$ cat config.mk
export PLATFORM = sky130hd
export DESIGN_NAME = node_upstream_merger
export DESIGN_NICKNAME = d
export VERILOG_FILES = /design/src/rtl/node_merge_pkg.sv /design/src/rtl/node_merge_fifo.sv /design/src/rtl/node_upstream_merger.sv
export SDC_FILE = /design/constraint.sdc
export NUM_CORES = 1
export LEC_CHECK = 0
export BUFFER_PORTS_ARGS = -buffer_cell sky130_fd_sc_hd__buf_2
export CAP_MARGIN = 20
export CORE_MARGIN = 2
export CORE_UTILIZATION = 55
export CTS_CLUSTER_DIAMETER = 150
export DETAILED_ROUTE_END_ITERATION = 8
export PLACE_DENSITY = 0.81
export SLEW_MARGIN = 20
export SYNTH_ARGS = -nofsm -noshare
export SYNTH_HDL_FRONTEND = slang
export SYNTH_HIERARCHICAL = 1
export SYNTH_SLANG_ARGS = --single-unit
export TNS_END_PERCENT = 10
$ cat constraint.sdc
create_clock -name clk -period 5.6 [get_ports clk]
set_clock_uncertainty 0.1 [all_clocks]
set_input_delay 0.56 -clock clk [delete_from_list [all_inputs] [get_ports clk]]
set_output_delay 0.56 -clock clk [all_outputs]
set_load 0.01 [all_outputs]
$ cat src/rtl/node_merge_pkg.sv
// Shared defaults and message type for the upstream merge path.
package node_merge_pkg;

  localparam int N_CHILD_DEF = 5;
  localparam int DATA_W_DEF  = 16;
  localparam int DEPTH_DEF   = 4;
  localparam int IDX_W       = $clog2(N_CHILD_DEF);

  // One merged message: which child it came from, plus its payload.
  typedef struct packed {
    logic [IDX_W-1:0]      idx;
    logic [DATA_W_DEF-1:0] payload;
  } msg_t;

  function automatic msg_t pack_msg(input logic [IDX_W-1:0] idx,
                                    input logic [DATA_W_DEF-1:0] payload);
    msg_t m;
    m.idx     = idx;
    m.payload = payload;
    return m;
  endfunction

endpackage

$ cat src/rtl/node_merge_fifo.sv
// Synchronous FIFO holding merged messages; push is ignored when full
// and pop is ignored when empty.
module node_merge_fifo
  import node_merge_pkg::*;
#(
  parameter int W     = $bits(msg_t),
  parameter int DEPTH = DEPTH_DEF
) (
  input  logic                     clk,
  input  logic                     rst_n,
  input  logic                     push,
  input  logic [W-1:0]             wdata,
  input  logic                     pop,
  output logic [W-1:0]             rdata,
  output logic                     full,
  output logic                     empty,
  output logic [$clog2(DEPTH):0]   count
);

  localparam int AW = $clog2(DEPTH);

  logic [W-1:0]  mem [DEPTH];
  logic [AW-1:0] wr_ptr, rd_ptr;
  logic          do_push, do_pop;

  assign full    = (count == (AW+1)'(DEPTH));
  assign empty   = (count == '0);
  assign do_push = push & ~full;
  assign do_pop  = pop & ~empty;
  assign rdata   = mem[rd_ptr];

  // Pointers wrap naturally since DEPTH is a power of two; count tracks fill.
  always_ff @(posedge clk or negedge rst_n) begin
    if (!rst_n) begin
      wr_ptr <= '0;
      rd_ptr <= '0;
      count  <= '0;
    end else begin
      if (do_push) wr_ptr <= wr_ptr + AW'(1);
      if (do_pop)  rd_ptr <= rd_ptr + AW'(1);
      case ({do_push, do_pop})
        2'b10:   count <= count + (AW+1)'(1);
        2'b01:   count <= count - (AW+1)'(1);
        default: count <= count;
      endcase
    end
  end

  // Storage is not reset; validity is carried entirely by count.
  always_ff @(posedge clk) begin
    if (do_push) mem[wr_ptr] <= wdata;
  end

endmodule

$ cat src/rtl/node_upstream_merger.sv
// Merges N_CHILD child upstream streams into one parent stream using a
// round-robin arbiter feeding a small output FIFO. Each message is tagged
// with the index of the child it came from.
module node_upstream_merger
  import node_merge_pkg::*;
#(
  parameter int N_CHILD = N_CHILD_DEF,
  parameter int DATA_W  = DATA_W_DEF,
  parameter int DEPTH   = DEPTH_DEF
) (
  input  logic                               clk,
  input  logic                               rst_n,
  input  logic [N_CHILD-1:0]                 in_valid,
  input  logic [N_CHILD*DATA_W-1:0]          in_data,
  output logic [N_CHILD-1:0]                 in_ready,
  output logic                               out_valid,
  output logic [$clog2(N_CHILD)+DATA_W-1:0]  out_data,
  input  logic                               out_ready,
  output logic [$clog2(DEPTH):0]             occupancy
);

  localparam int IW    = $clog2(N_CHILD);
  localparam int MSG_W = IW + DATA_W;

  logic [N_CHILD-1:0][DATA_W-1:0] child_data;
  logic [IW-1:0]                  rr_ptr;
  logic [IW-1:0]                  gnt_idx;
  logic [IW:0]                    cand;
  logic                           found;
  logic                           push, pop;
  logic                           fifo_full, fifo_empty;

  for (genvar i = 0; i < N_CHILD; i++) begin : g_slice
    assign child_data[i] = in_data[i*DATA_W +: DATA_W];
  end

  // Pick the first valid child at or after rr_ptr, wrapping modulo N_CHILD.
  always_comb begin
    found   = 1'b0;
    gnt_idx = '0;
    cand    = '0;
    for (int k = 0; k < N_CHILD; k++) begin
      cand = {1'b0, rr_ptr} + (IW+1)'(k);
      if (cand >= (IW+1)'(N_CHILD)) cand = cand - (IW+1)'(N_CHILD);
      if (!found && in_valid[cand[IW-1:0]]) begin
        found   = 1'b1;
        gnt_idx = cand[IW-1:0];
      end
    end
  end

  // Fullness is judged before any same-cycle pop, so a pop never opens a slot
  // for a push in the same cycle. rst_n gates the grant so in_ready stays low
  // throughout reset.
  assign push = found & ~fifo_full & rst_n;
  assign pop  = out_ready & ~fifo_empty;

  // One-hot ready for the granted child only.
  always_comb begin
    in_ready = '0;
    if (push) in_ready[gnt_idx] = 1'b1;
  end

  // Advance the round-robin pointer past the winner; hold when idle.
  always_ff @(posedge clk or negedge rst_n) begin
    if (!rst_n) begin
      rr_ptr <= '0;
    end else if (push) begin
      rr_ptr <= (gnt_idx == IW'(N_CHILD-1)) ? '0 : gnt_idx + IW'(1);
    end
  end

  node_merge_fifo #(
    .W     (MSG_W),
    .DEPTH (DEPTH)
  ) u_fifo (
    .clk   (clk),
    .rst_n (rst_n),
    .push  (push),
    .wdata ({gnt_idx, child_data[gnt_idx]}),
    .pop   (pop),
    .rdata (out_data),
    .full  (fifo_full),
    .empty (fifo_empty),
    .count (occupancy)
  );

  assign out_valid = ~fifo_empty;

endmodule
# Word level (Yosys, flattened, before mapping)
# Memory sizes are Yosys's and may differ from the RTL's.
# Cells that the tools add are included.
# classes
add_sub_neg	14
order_cmp	12
eq_ne	4
n_mux	34
bitwise	7
reduce_logical	11
# ops
cell	n
binary-select mux 16 bit (select 3 bit)	1
2-to-1 mux 3 bit	11
< comparator 3 x 4 -> 1 bit, second input constant	6
greater-or-equal comparator 4 x 3 -> 1 bit, second input constant	4
2-to-1 mux 16 bit	1
binary-select mux 1 bit (select 3 bit)	5
subtractor 3 bit, second input constant	5
2-to-1 mux 1 bit	13
adder 3 x 2 -> 4 bit, second input constant	2
adder 3 x 1 -> 3 bit, second input constant	2
equality test 3 bit, second input constant	2
case mux 3 bit (2 select lines)	1
bitwise AND 1 bit	5
logical AND 1 bit	5
2-to-1 mux 5 bit	1
adder 2 x 1 -> 2 bit, second input constant	2
adder 3 x 1 -> 4 bit, second input constant	1
adder 3 x 3 -> 4 bit, second input constant	1
zero test 1 bit	4
demux 1 bit (select 3 bit)	1
greater-or-equal comparator 3 x 1 -> 1 bit, second input constant	1
greater-or-equal comparator 3 bit, second input constant	1
zero test 3 bit	1
subtractor 3 x 1 -> 3 bit, second input constant	1
other kinds (4)	5
# word_totals
ff_bits	10
mem_bits_rw	76
input_bits	88
out_inout_bits	28
elab_cells	87
mem_count	1
# mem_list
memory	depth	width	rd	rd_ports_with_merged_regs	wr	line	source
u_fifo.mem	4	19	1	0	1	node_merge_fifo.sv:22	logic [W-1:0] mem [DEPTH];

# Logic depth before layout (Yosys ltp)
# Gate-level depths: netlist (run 1).
# logic_depth
word_depth	22
ltp_mapped	19
depth_no_buf	18

# Cells and area by module
# The synthesis (run 1) kept the hierarchy.
# modules_own_cells
mod	n_inst	cells_per_inst	area_per_inst_um2	seq_area_each_um2
node_merge_fifo	1	136	3185.6	2457.4
node_upstream_merger	1	254	1915.6	75.1

# Worst setup path before layout (run 1)
# Ideal clock, no wire load.
# synth_timing
kind	reg-to-reg
from	register rr_ptr[1]
to	register u_fifo.count[2]
setup_ns	0.079
t_arrival_ns	4.143
t_required_ns	5.421
path_slack_ns	1.278
stages_incl_launch_ff	19
n_path_buf	1
synth_period_minus_slack_ns	4.322
path_cell_list	dfrtp_1 clkbuf_1 inv_1 ha_1 a21o_1 mux4_2 mux2i_1 or3_4 nand3_4 o41ai_2 inv_1 nor2b_4 inv_1 ha_1 inv_1 fa_1 xor2_1 nor2_1 xor2_1
# synth_via
elab_chain_cells	22
elab_cells_between_ends	49
cone_classes	add/sub (9); order compare (5); eq/ne (2); mux (21); bitwise (3); reduce/logical (9)
# synth_rtl
item	line	source
start, declared	node_upstream_merger.sv:26	logic [IW-1:0] rr_ptr;
start signal, assigned	node_upstream_merger.sv:69	rr_ptr <= (gnt_idx == IW'(N_CHILD-1)) ? '0 : gnt_idx + IW'(1);
branches (longest 16 deep; another with adder 3 x 1 -> 4 bit)	-	
2-to-1 mux 1 bit (*)	node_upstream_merger.sv:45	if (!found && in_valid[cand[IW-1:0]]) begin
bitwise AND 1 bit (*) (2 in series)	node_upstream_merger.sv:55	assign push = found & ~fifo_full & rst_n;
net push	node_upstream_merger.sv:30	logic push, pop;
bitwise AND 1 bit (*)	node_merge_fifo.sv:28	assign do_push = push & ~full;
equality test 2 x 1 -> 1 bit or equality test 2 bit (tied branches)	node_merge_fifo.sv:41	case ({do_push, do_pop})
case mux 3 bit (2 select lines) or nonzero test 2 bit (tied branches)	-	
end signal, assigned	node_merge_fifo.sv:42	2'b10: count <= count + (AW+1)'(1);
end signal, assigned	node_merge_fifo.sv:43	2'b01: count <= count - (AW+1)'(1);
end signal, assigned	node_merge_fifo.sv:44	default: count <= count;
end, declared	node_merge_fifo.sv:17	output logic [$clog2(DEPTH):0] count
# Mark *: on every way through the listed nets, which the timed path passes. The select of a mux whose other input is x is not followed.
# A chain may end at the register's enable or synchronous reset.

# Worst setup path in the final report (run 1)
# layout_timing
from	register rr_ptr[0]
to	output in_ready[2]
# layout_via
elab_chain_cells	22
elab_cells_between_ends	55
cone_classes	add/sub (9); order compare (7); mux (28); bitwise (2); reduce/logical (9)
# layout_rtl
item	line	source
branches (longest 21 deep; another with adder 3 x 1 -> 4 bit)	-	
2-to-1 mux 5 bit (*)	node_upstream_merger.sv:61	if (push) in_ready[gnt_idx] = 1'b1;
end, declared	node_upstream_merger.sv:15	output logic [N_CHILD-1:0] in_ready,
# Every way passes the cells marked *. The select of a mux whose other input is x is not followed.

==> impl_metrics.sql, run 1 <==
INSERT INTO impl_metrics (metric_group, metric, value, unit) VALUES
('outcome', 'outcome', 'finished, final reports clean', ''),
('yosys', 'ys_async_sr_fraction', '11.6', '%'),
('routing', 'drtAntennaViolNets', '0', ''),
('die', 'io_pins', '116', ''),
('timing', 'maxClockFrequency', '195', 'MHz'),
('clock_network', 'number_of_clock_sinks', '86', ''),
('routing', 'num_vias', '3752', ''),
('timing', 'report.final.hold_viol_count', '0', ''),
('clock_network', 'tritoncts.num_buffers', '9', ''),
('routing', 'post_drt_via_cell_ratio', '6.06', ''),
('grt', 'pin_count_of_the_biggest_net_entering_global_routing', '22', ''),
('critical_path', 'r2r_setup_slack', '720', 'ps'),
('yosys', 'yosys.cell_types.count', '72', ''),
('run', 'max_cap_viol_count', '0', ''),
('clock_network', 'clock_insertion_delay_worst_skew', '340', 'ps'),
('yosys', 'post-synth-top-count-cell', 'edfxtp_1', ''),
('yosys', 'synth_sequential_area_ratio', '49.6', '%'),
('critical_path', 'cell_breakdown_of_the_critical_path', 'inv_2, ha_1, ha_1, and4_1, a31oi_1, a21oi_1, o21ai_0, nand2_1, nor4_1, o31a_2, nand2_1, nor3_1, buf_2', ''),
('final_layout', 'n_antenna_cell', '0', ''),
('yosys', 'avgSynthCellArea', '13.1', 'um2'),
('critical_path', 'worstSetupStartpointType', 'flop', ''),
('die', 'die_width', '100', 'um'),
('yosys', 'number_of_synthesized_flops_with_an_enable_pin', '76', ''),
('worst_hold_path', 'timing.hold.worst_path_depth', '1', ''),
('yosys', 'synthTopCellsByArea', 'edfxtp_1 (45%), mux4_2 (8.8%), mux2i_1 (7.5%)', ''),
('grt', 'grt_util_met1', '30.8', '%'),
('timing', 'timing.final.crit_share', '91.5', '%'),
('critical_path', 'worst-path-max-fanout', '16', ''),
('yosys', 'synthesis.instances', '390', ''),
('place', 'place.gp.congestion', '0.930', ''),
('critical_path', 'reg2reg_depth', '13', ''),
('routing', 'initialDrtViolationCount', '181', ''),
('timing', 'setup-violations-final', '0', ''),
('die', 'die_area', '10100', 'um2'),
('yosys', 'netlist_top_cells_count', 'edfxtp_1 (76), mux2i_1 (38), nor2_1 (28), mux4_2 (20), nand2_1 (19)', ''),
('die', 'core_area', '9110', 'um2'),
('die', 'die-height', '100', 'um'),
('yosys', 'count_of_yosys_warnings_during_synthesis', '6', ''),
('routing', 'drc_errors', '0', ''),
('timing', 'worst_slew_margin_rel', '37.7', '%'),
('grt', 'grt_overflow', '0', ''),
('clock_network', 'cts_root_buf', 'clkbuf_8', ''),
('die', 'placement_rows', '35', ''),
('place', 'place.port_buffers', '115', ''),
('timing', 'tightest_slew', '934', 'ps'),
('routing', 'wirelength', '11700', 'um'),
('final_layout', 'drive_gt1_share', '36.2', '%'),
('critical_path', 'crit_path_kind', 'flop to output port', ''),
('final_layout', 'num-nets-final', '606', ''),
('critical_path', 'crit_required', '4940', 'ps'),
('worst_hold_path', 'timing.hold.worst_endpoint', 'u_fifo/count[2]$_DFFE_PN0P_', ''),
('yosys', 'synth.net_count', '493', ''),
('timing', 'unrepaired_setup_endpoints_after_global_routing', 'false', ''),
('critical_path', 'timing.critical_path.slowest_stage_cell', 'dfrtp_1', ''),
('grt', 'met2_layer_usage_reported_by_global_route', '41.6', '%'),
('clock_network', 'cts_tree', 'done', ''),
('yosys', 'synth_top_cell_area_share', '44.7', '%'),
('die', 'floorplan.initialDensity', '56.0', '%'),
('final_layout', 'flow.area_growth_from_synthesis', '16.7', '%'),
('clock_network', 'post_cts.resized_instances', '0', ''),
('timing', 'finalCriticalPeriod', '5120', 'ps'),
('critical_path', 'crit-reg2reg-launch', 'rr_ptr[0]$_DFFE_PN0P_', ''),
('yosys', 'mapped_cell_area', '5100', 'um2'),
('grt', 'first_pass_grt_wire_length', '18700', 'um'),
('timing', 'timing.setup.tns', '0', 'ps'),
('routing', 'drt-wirelength-per-cell', '18.9', 'um'),
('clock_network', 'post_cts.repair.setup_buffers', '0', ''),
('place', 'dpl.hpwl', '8620', 'um'),
('clock_network', 'ctsLongestPathBuffers', '2', ''),
('critical_path', 'cp.arrival', '4460', 'ps'),
('clock_network', 'h-tree-depth', '3', '');
-- per-layer routing --
layer  share of wire (%)  vias to the layer above
li1                    -                     1747
met1                  41                     1855
met2                  51                      117
met3                 4.7                       33
met4                 3.5                        0
met5                   0                        -
-- stage by stage --
stage / hold slack (ps) / utilization [%] / area [um2] / setup WS, ps / std cells
2_1_floorplan: 164 / - / 5100 / 1280 / 390
6_report: 439 / 65.3 / 5950 / 475 / 619
3_5_place_dp: 342 / 63.1 / 5740 / 816 / 602
3_3_place_gp: 337 / 63.1 / 5740 / 1100 / 602
4_1_cts: 441 / 65.3 / 5950 / 520 / 619
5_1_grt: 488 / 65.3 / 5950 / 36.7 / 619
-- layout by cell type, fill, tap and decap left out, drive strengths merged, types with 7 or more instances in the layout --
cell type	instances
nor2	28
buf	121
a221oi	13
clkbuf	9
o21ai	8
inv	18
edfxtp	76
nand3	10
nand2	21
mux2i	38
a21oi	13
ha	13
mux4	20
xnor2	7
dfrtp	10
nor3	10
-- registers in the layout, summed over array words and instances, names as in the netlist --
name and flops:
rr_ptr 3, u_fifo/mem 76, u_fifo/count 3, u_fifo/rd_ptr 2
u_fifo/wr_ptr 2
-- cell families after synthesis --
family | synth area share, %
AO/OA/AOI/OAI | 10.9
multiplexers | 17.5
buffers and inverters | 3.78
AND/OR/NAND/NOR | 12.5
flip-flops | 49.6
adder cells (fa/ha/maj) | 3.97
XOR/XNOR | 1.72
-- how the worst max path moves through the flow --
stage	from	end	slack [ps]	cells past startpoint
3_3_place_gp	rr_ptr[0]$_DFFE_PN0P_	u_fifo/mem[0][8]$_DFFE_PP_	1100	13
4_1_cts	rr_ptr[0]$_DFFE_PN0P_	in_ready[2]	520	13
2_1_floorplan	rr_ptr[1]$_DFFE_PN0P_	u_fifo/count[2]$_DFFE_PN0P_	1280	18
5_1_grt	rr_ptr[0]$_DFFE_PN0P_	in_ready[2]	40	13
6_report	rr_ptr[0]$_DFFE_PN0P_	in_ready[2]	480	13
3_5_place_dp	rr_ptr[0]$_DFFE_PN0P_	u_fifo/mem[2][8]$_DFFE_PP_	820	13
-- what timing repair did --
item	CTS	global route
hold buffers	1	0
setup endpoints to repair	0	0
hold endpoints to repair	10	0
-- area by class of cell --
class	count	area (um2)
inverter	17	68.8
multi-input combinational	267	2380
sequential	86	2530
timing repair buffer	122	631
clock buffer	9	124
tap	111	139
fill	659	3160
clock inverter	7	73.8
Power of run 1 is not shown: default switching activity piles up to over one toggle a cycle in this logic, so the estimate is an artifact.
==> run 2, diff against run 1 <==
CORE_UTILIZATION = 45   (was 55)
PLACE_DENSITY = 0.68   (was 0.81)
SYNTH_HIERARCHICAL = default   (was 1)
==> run 2 against run 1 <==
Via count increased by 10%. Register-to-register slack improved by 130 ps. Wire length is 17% higher. Sequential share of layout area decreased by 2.1 points. Global-route usage fell by 2.3 points. Design area rose by 5.1%. Clock-buffer cell count is the same. Die area rose by 24%. First-iteration DRC count increased by 92%.
==> impl_metrics.sql, run 2 <==
INSERT INTO impl_metrics (metric_group, metric, value, unit) VALUES
('outcome', 'outcome', 'finished, final reports clean', ''),
('place', 'place.port_buffers', '115', ''),
('yosys', 'count_of_yosys_warnings_during_synthesis', '0', ''),
('routing', 'wirelength', '13700', 'um'),
('grt', 'first_pass_grt_wire_length', '21500', 'um'),
('routing', 'drt-wirelength-per-cell', '20.4', 'um'),
('die', 'core_area', '11400', 'um2'),
('yosys', 'post-synth-top-count-cell', 'edfxtp_1', ''),
('place', 'place.gp.congestion', '0.924', ''),
('final_layout', 'multi_input_area', '2470', 'um2'),
('timing', 'final.setup.worst_slack', '495', 'ps'),
('timing', 'report.final.hold_viol_count', '0', ''),
('final_layout', 'drive_gt1_share', '34.8', '%'),
('timing', 'setup-violations-final', '0', ''),
('routing', 'drc_errors', '0', ''),
('yosys', 'synth.largest_area_cell', 'edfxtp_1', ''),
('timing', 'maxClockFrequency', '196', 'MHz'),
('critical_path', 'crit_required', '4940', 'ps'),
('timing', 'tightest_slew', '972', 'ps'),
('critical_path', 'worst-path-max-fanout', '25', ''),
('final_layout', 'seq_area', '2530', 'um2'),
('grt', 'grt_usage', '22.1', '%'),
('timing', 'unrepaired_setup_endpoints_after_global_routing', 'false', ''),
('final_layout', 'max_flop_register', 'u_fifo.mem', ''),
('yosys', 'synth_sequential_area_ratio', '48.5', '%'),
('timing', 'timing.setup.tns', '0', 'ps'),
('critical_path', 'worstSetupStartpointType', 'flop', ''),
('die', 'io_pins', '116', ''),
('yosys', 'synth-seq-cells', '86', ''),
('timing', 'worst_slew_margin_rel', '35.2', '%'),
('grt', 'first_global_vias', '4140', ''),
('clock_network', 'clock_insertion_delay_worst_skew', '330', 'ps'),
('final_layout', 'flow.area_growth_from_synthesis', '19.8', '%'),
('timing', 'timing.final.crit_share', '91.2', '%'),
('place', 'dpl.hpwl', '9700', 'um'),
('routing', 'num_vias', '4126', ''),
('clock_network', 'cts_root_buf', 'clkbuf_16', ''),
('final_layout', 'most-common-layout-cells', 'buf_2 (115), edfxtp_1 (76), a21oi_1 (32)', ''),
('final_layout', 'final.fill_count', '980', ''),
('yosys', 'synth_top_cell_area_share', '43.7', '%'),
('grt', 'grt_overflow', '0', ''),
('routing', 'drtAntennaViolNets', '0', ''),
('final_layout', 'finish.cell_count_without_fillers', '672', ''),
('routing', 'initialDrtViolationCount', '347', ''),
('yosys', 'yosys.cell_types.count', '70', ''),
('yosys', 'dominantRegCellSynth', 'edfxtp_1', ''),
('yosys', 'synthTopCellsByArea', 'edfxtp_1 (44%), mux4_2 (9.5%), dfrtp_1 (4.8%)', ''),
('final_layout', 'most_common_library_cell_in_the_layout_ignoring_fill_and_taps', 'buf_2', ''),
('die', 'die_area', '12500', 'um2'),
('critical_path', 'end_kind', 'output port', ''),
('yosys', 'ys_async_sr_fraction', '11.6', '%'),
('place', 'placed_cells', '655', ''),
('grt', 'antenna_found_initial', '0', ''),
('clock_network', 'tritoncts.num_buffers', '9', ''),
('worst_hold_path', 'min-delay-path-class', 'flop to flop', ''),
('die', 'die_width', '112', 'um'),
('final_layout', 'num-nets-final', '629', ''),
('routing', 'drt_pre_antenna_iters', '6', ''),
('die', 'floorplan.initialDensity', '45.9', '%'),
('clock_network', 'h-tree-depth', '3', ''),
('critical_path', 'cp.arrival', '4450', 'ps'),
('clock_network', 'cts_tree', 'done', ''),
('die', 'placement_rows', '39', ''),
('yosys', 'netlist_top_cells_count', 'edfxtp_1 (76), a21oi_1 (32), mux4_2 (22), nand2_1 (19), clkbuf_1 (17)', ''),
('run', 'max_cap_viol_count', '0', ''),
('clock_network', 'clk_pin_slew_worst_setup_hold_paths', '60', 'ps'),
('routing', 'post_drt_via_cell_ratio', '6.14', ''),
('yosys', 'synth.net_count', '518', ''),
('clock_network', 'ctsLongestPathBuffers', '2', ''),
('grt', 'pin_count_of_the_biggest_net_entering_global_routing', '34', ''),
('yosys', 'number_of_synthesized_flops_with_an_enable_pin', '76', ''),
('die', 'die-height', '112', 'um'),
('clock_network', 'number_of_clock_sinks', '86', ''),
('yosys', 'mapped_cell_area', '5220', 'um2'),
('yosys', 'avgSynthCellArea', '12.6', 'um2'),
('yosys', 'synthesis.instances', '413', ''),
('critical_path', 'crit_path_kind', 'flop to output port', ''),
('timing', 'final-max-slew-violation-count', '0', ''),
('place', 'post-place-ws', '708', 'ps'),
('final_layout', 'largest_register_ffs', '76', ''),
('timing', 'finalCriticalPeriod', '5110', 'ps'),
('final_layout', 'n_antenna_cell', '0', ''),
('final_layout', 'largest_regs', 'u_fifo.mem x76, rr_ptr x3, u_fifo.count x3', '');
## run 2: layer usage
metal  GRT usage, %  routed length (um)  part of all wire, %  vias up
li1               -                   -                    -     1906
met1           28.6                5600                   41     1996
met2           37.0                6830                   50      191
met3           4.35                 934                  6.8       33
met4           8.31                 345                  2.5        0
met5              0                   0                    0        -
## run 2: kinds of logic (layout without fill, tap and decap cells)
family	count (synthesis)	count (layout)	synth area share, %
AOI/OAI and AO/OA	128	128	18.8
buffers and inverters	49	165	4.27
and+or+nand+nor	85	85	9.21
DFF	86	86	48.5
xor gates and xnor gates	11	11	1.99
muxes	37	37	12.9
adders and majority gates	17	17	4.36
## run 2: area by class of cell
class                           count  area share (%)
Inverter                           18            1.12
Timing Repair Buffer              131            11.2
Tap cell                          143            2.86
Clock buffer                        9            3.60
Clock inverter                      7            1.18
Sequential cell                    86            40.5
Multi-Input combinational cell    278            39.6
## run 2: timing repair
action,4_1_cts,5_1_grt
hold buffers,1,0
setup endpoints to repair,0,2
hold endpoints to repair,10,0
setup buffers,0,0
resized for setup,0,1
## run 2: worst paths after layout
path / start / to / slack (ps) / depth (start not counted)
worst max-delay path: rr_ptr[1]$_DFFE_PN0N_ / in_ready[1] / 490 / 12
worst min-delay path: u_fifo.rd_ptr[0]$_DFFE_PN0P_ / u_fifo.rd_ptr[0]$_DFFE_PN0P_ / 410 / 1
worst max register to register: rr_ptr[1]$_DFFE_PN0N_ / u_fifo.mem[3][5]$_DFFE_PP_ / 850 / 12
worst min register to register: u_fifo.rd_ptr[0]$_DFFE_PN0P_ / u_fifo.rd_ptr[0]$_DFFE_PN0P_ / 410 / 1
max in group asynchronous: rst_n / u_fifo.count[2]$_DFFE_PN0P_ / 4690 / 2
min in group asynchronous: rst_n / u_fifo.count[0]$_DFFE_PN0P_ / 510 / 2
## run 2: worst max-delay path: stages (launching register included)
cell and delay (ps):
dfrtp_1 700, inv_1 260, ha_2 610, mux2i_1 290, inv_1 60, mux4_2 500, a21boi_4 260, nand4_2 160
or3_1 430, nand3_4 270, inv_4 180, nor3_1 220, buf_2 160
## run 2: stage by stage
step,util (%),hold slack [ps],area (um2)
6_report,55.0,411,6250
5_1_grt,55.0,443,6250
4_1_cts,55.0,410,6250
3_5_place_dp,52.3,344,5940
3_3_place_gp,52.3,340,5940
2_1_floorplan,-,164,5220
Power of run 2 is left out for the same reason.
==> run 3, diff against run 2 <==
BUFFER_PORTS_ARGS = -buffer_cell sky130_fd_sc_hd__clkbuf_2   (was -buffer_cell sky130_fd_sc_hd__buf_2)
PLACE_DENSITY = 0.71   (was 0.68)
clock period = 4.2 ns   (was 5.6 ns; I/O delays follow)
==> run 3 against run 2 <==
Via count up 5.1%. Largest cell class is now multi-input gates. Core utilization up 2.9 points. Wire length up 1.9%. Design area up 5.3%. Die area unchanged.
==> impl_metrics.sql, run 3 (same netlist as run 2, synthesis figures left out) <==
INSERT INTO impl_metrics (metric_group, metric, value, unit) VALUES
('outcome', 'outcome', 'finished, final reports clean', ''),
('grt', 'first_pass_grt_wire_length', '22000', 'um'),
('place', 'place.gp.congestion', '0.935', ''),
('routing', 'post_drt_via_cell_ratio', '6.17', ''),
('final_layout', 'num-nets-final', '660', ''),
('clock_network', 'h-tree-depth', '3', ''),
('final_layout', 'flow.area_growth_from_synthesis', '26.2', '%'),
('routing', 'drtAntennaViolNets', '0', ''),
('final_layout', 'max_flop_register', 'u_fifo.mem', ''),
('clock_network', 'tritoncts.num_buffers', '9', ''),
('die', 'floorplan.initialDensity', '45.9', '%'),
('grt', 'pin_count_of_the_biggest_net_entering_global_routing', '23', ''),
('clock_network', 'cts_tree', 'done', ''),
('routing', 'wirelength', '14000', 'um'),
('timing', 'maxClockFrequency', '247', 'MHz'),
('run', 'max_cap_viol_count', '0', ''),
('grt', 'first_global_vias', '4100', ''),
('die', 'die_width', '112', 'um'),
('clock_network', 'cts_root_buf', 'clkbuf_16', ''),
('critical_path', 'end_kind', 'output port', ''),
('die', 'die_area', '12500', 'um2'),
('timing', 'worst_slew_margin_rel', '34.7', '%'),
('routing', 'drt-wirelength-per-cell', '19.9', 'um'),
('timing', 'final-max-slew-violation-count', '0', ''),
('die', 'placement_rows', '39', ''),
('place', 'post-place-ws', '163', 'ps'),
('timing', 'finalCriticalPeriod', '4050', 'ps'),
('timing', 'timing.final.crit_share', '96.3', '%'),
('critical_path', 'worstSetupStartpointType', 'flop', ''),
('grt', 'grt_usage', '22.2', '%'),
('timing', 'setup-violations-final', '0', ''),
('critical_path', 'crit_required', '3680', 'ps'),
('clock_network', 'clk_pin_slew_worst_setup_hold_paths', '60', 'ps'),
('grt', 'antenna_found_initial', '0', ''),
('critical_path', 'cp.arrival', '3530', 'ps'),
('critical_path', 'crit_path_kind', 'flop to output port', ''),
('timing', 'report.final.hold_viol_count', '0', ''),
('grt', 'grt_overflow', '0', ''),
('place', 'placed_cells', '669', ''),
('timing', 'final.setup.worst_slack', '153', 'ps'),
('worst_hold_path', 'min-delay-path-class', 'primary input to flop', ''),
('timing', 'tightest_slew', '980', 'ps'),
('routing', 'drt_pre_antenna_iters', '6', ''),
('routing', 'initialDrtViolationCount', '345', ''),
('final_layout', 'most-common-layout-cells', 'clkbuf_2 (113), edfxtp_1 (76), buf_4 (42)', ''),
('critical_path', 'r2r_setup_slack', '270', 'ps'),
('clock_network', 'clock_insertion_delay_worst_skew', '320', 'ps'),
('final_layout', 'finish.cell_count_without_fillers', '703', ''),
('clock_network', 'ctsLongestPathBuffers', '2', ''),
('place', 'place.port_buffers', '115', ''),
('final_layout', 'most_common_library_cell_in_the_layout_ignoring_fill_and_taps', 'clkbuf_2', ''),
('clock_network', 'number_of_clock_sinks', '86', ''),
('place', 'dpl.hpwl', '10100', 'um'),
('final_layout', 'largest_register_ffs', '76', ''),
('die', 'core_area', '11400', 'um2'),
('final_layout', 'n_antenna_cell', '0', ''),
('routing', 'num_vias', '4335', ''),
('die', 'io_pins', '116', ''),
('die', 'die-height', '112', 'um'),
('timing', 'unrepaired_setup_endpoints_after_global_routing', 'true', ''),
('final_layout', 'drive_gt1_share', '41.1', '%'),
('critical_path', 'worst-path-max-fanout', '19', ''),
('routing', 'drc_errors', '0', ''),
('final_layout', 'largest_regs', 'u_fifo.mem x76, rr_ptr x3, u_fifo.count x3', '');
run 3: area by class of cell:
cell class / instances / area [um2]
clock buffer: 10 / 229
multi-input combinational: 278 / 2580
fill: 940 / 4780
inverter: 18 / 75.1
tap: 143 / 179
clock inverter: 6 / 46.3
timing repair buffer: 162 / 948
sequential: 86 / 2530
run 3: worst max-delay path, stage by stage (launching register included):
cell	delay, ps
dfrtp_1	360
buf_4	230
ha_1	380
nor2b_2	330
nor2_4	70
mux4_2	350
a21boi_4	300
nand4_4	140
or3_4	400
nand3_4	180
inv_8	100
nor3_1	180
buf_2	160
run 3: routing by layer:
layer	GRT usage, %	wire [um]	vias up
li1	-	-	1975
met1	31.2	5920	2141
met2	35.8	6810	199
met3	4.19	1000	20
met5	0	0	-
met4	6.17	253	0
run 3: path summary, 6_finish.rpt:
check,start,end,cells past startpoint
setup / recovery,rr_ptr[0]$_DFFE_PN0N_,in_ready[1],12
hold / removal,out_ready,u_fifo.rd_ptr[0]$_DFFE_PN0P_,3
setup reg to reg,rr_ptr[0]$_DFFE_PN0N_,u_fifo.mem[2][12]$_DFFE_PP_,13
hold reg to reg,u_fifo.count[0]$_DFFE_PN0P_,u_fifo.count[0]$_DFFE_PN0P_,1
max in group asynchronous,rst_n,u_fifo.wr_ptr[0]$_DFFE_PN0P_,2
min in group asynchronous,rst_n,u_fifo.count[0]$_DFFE_PN0P_,2
run 3: repair_timing:
action | in CTS | in global routing
buffers inserted | 1 | 17
resized for setup | 2 | 27
pin swaps | 1 | 8
setup endpoints to repair | 3 | 26
hold buffers | 1 | 0
hold endpoints to repair | 10 | 0
gates cloned | 0 | 0
run 3: per-stage QoR:
stage	hold WS, ps	TNS, ps	cell area [um2]	utilization, %
CTS	362	0	6350	55.8
global placement	204	0	6050	53.2
finish	362	0	6590	57.9
floorplan	24.4	0	5220	-
global route	378	-24.7	6590	57.9
detailed placement	214	0	6050	53.2
Power of run 3 is left out for the same reason.
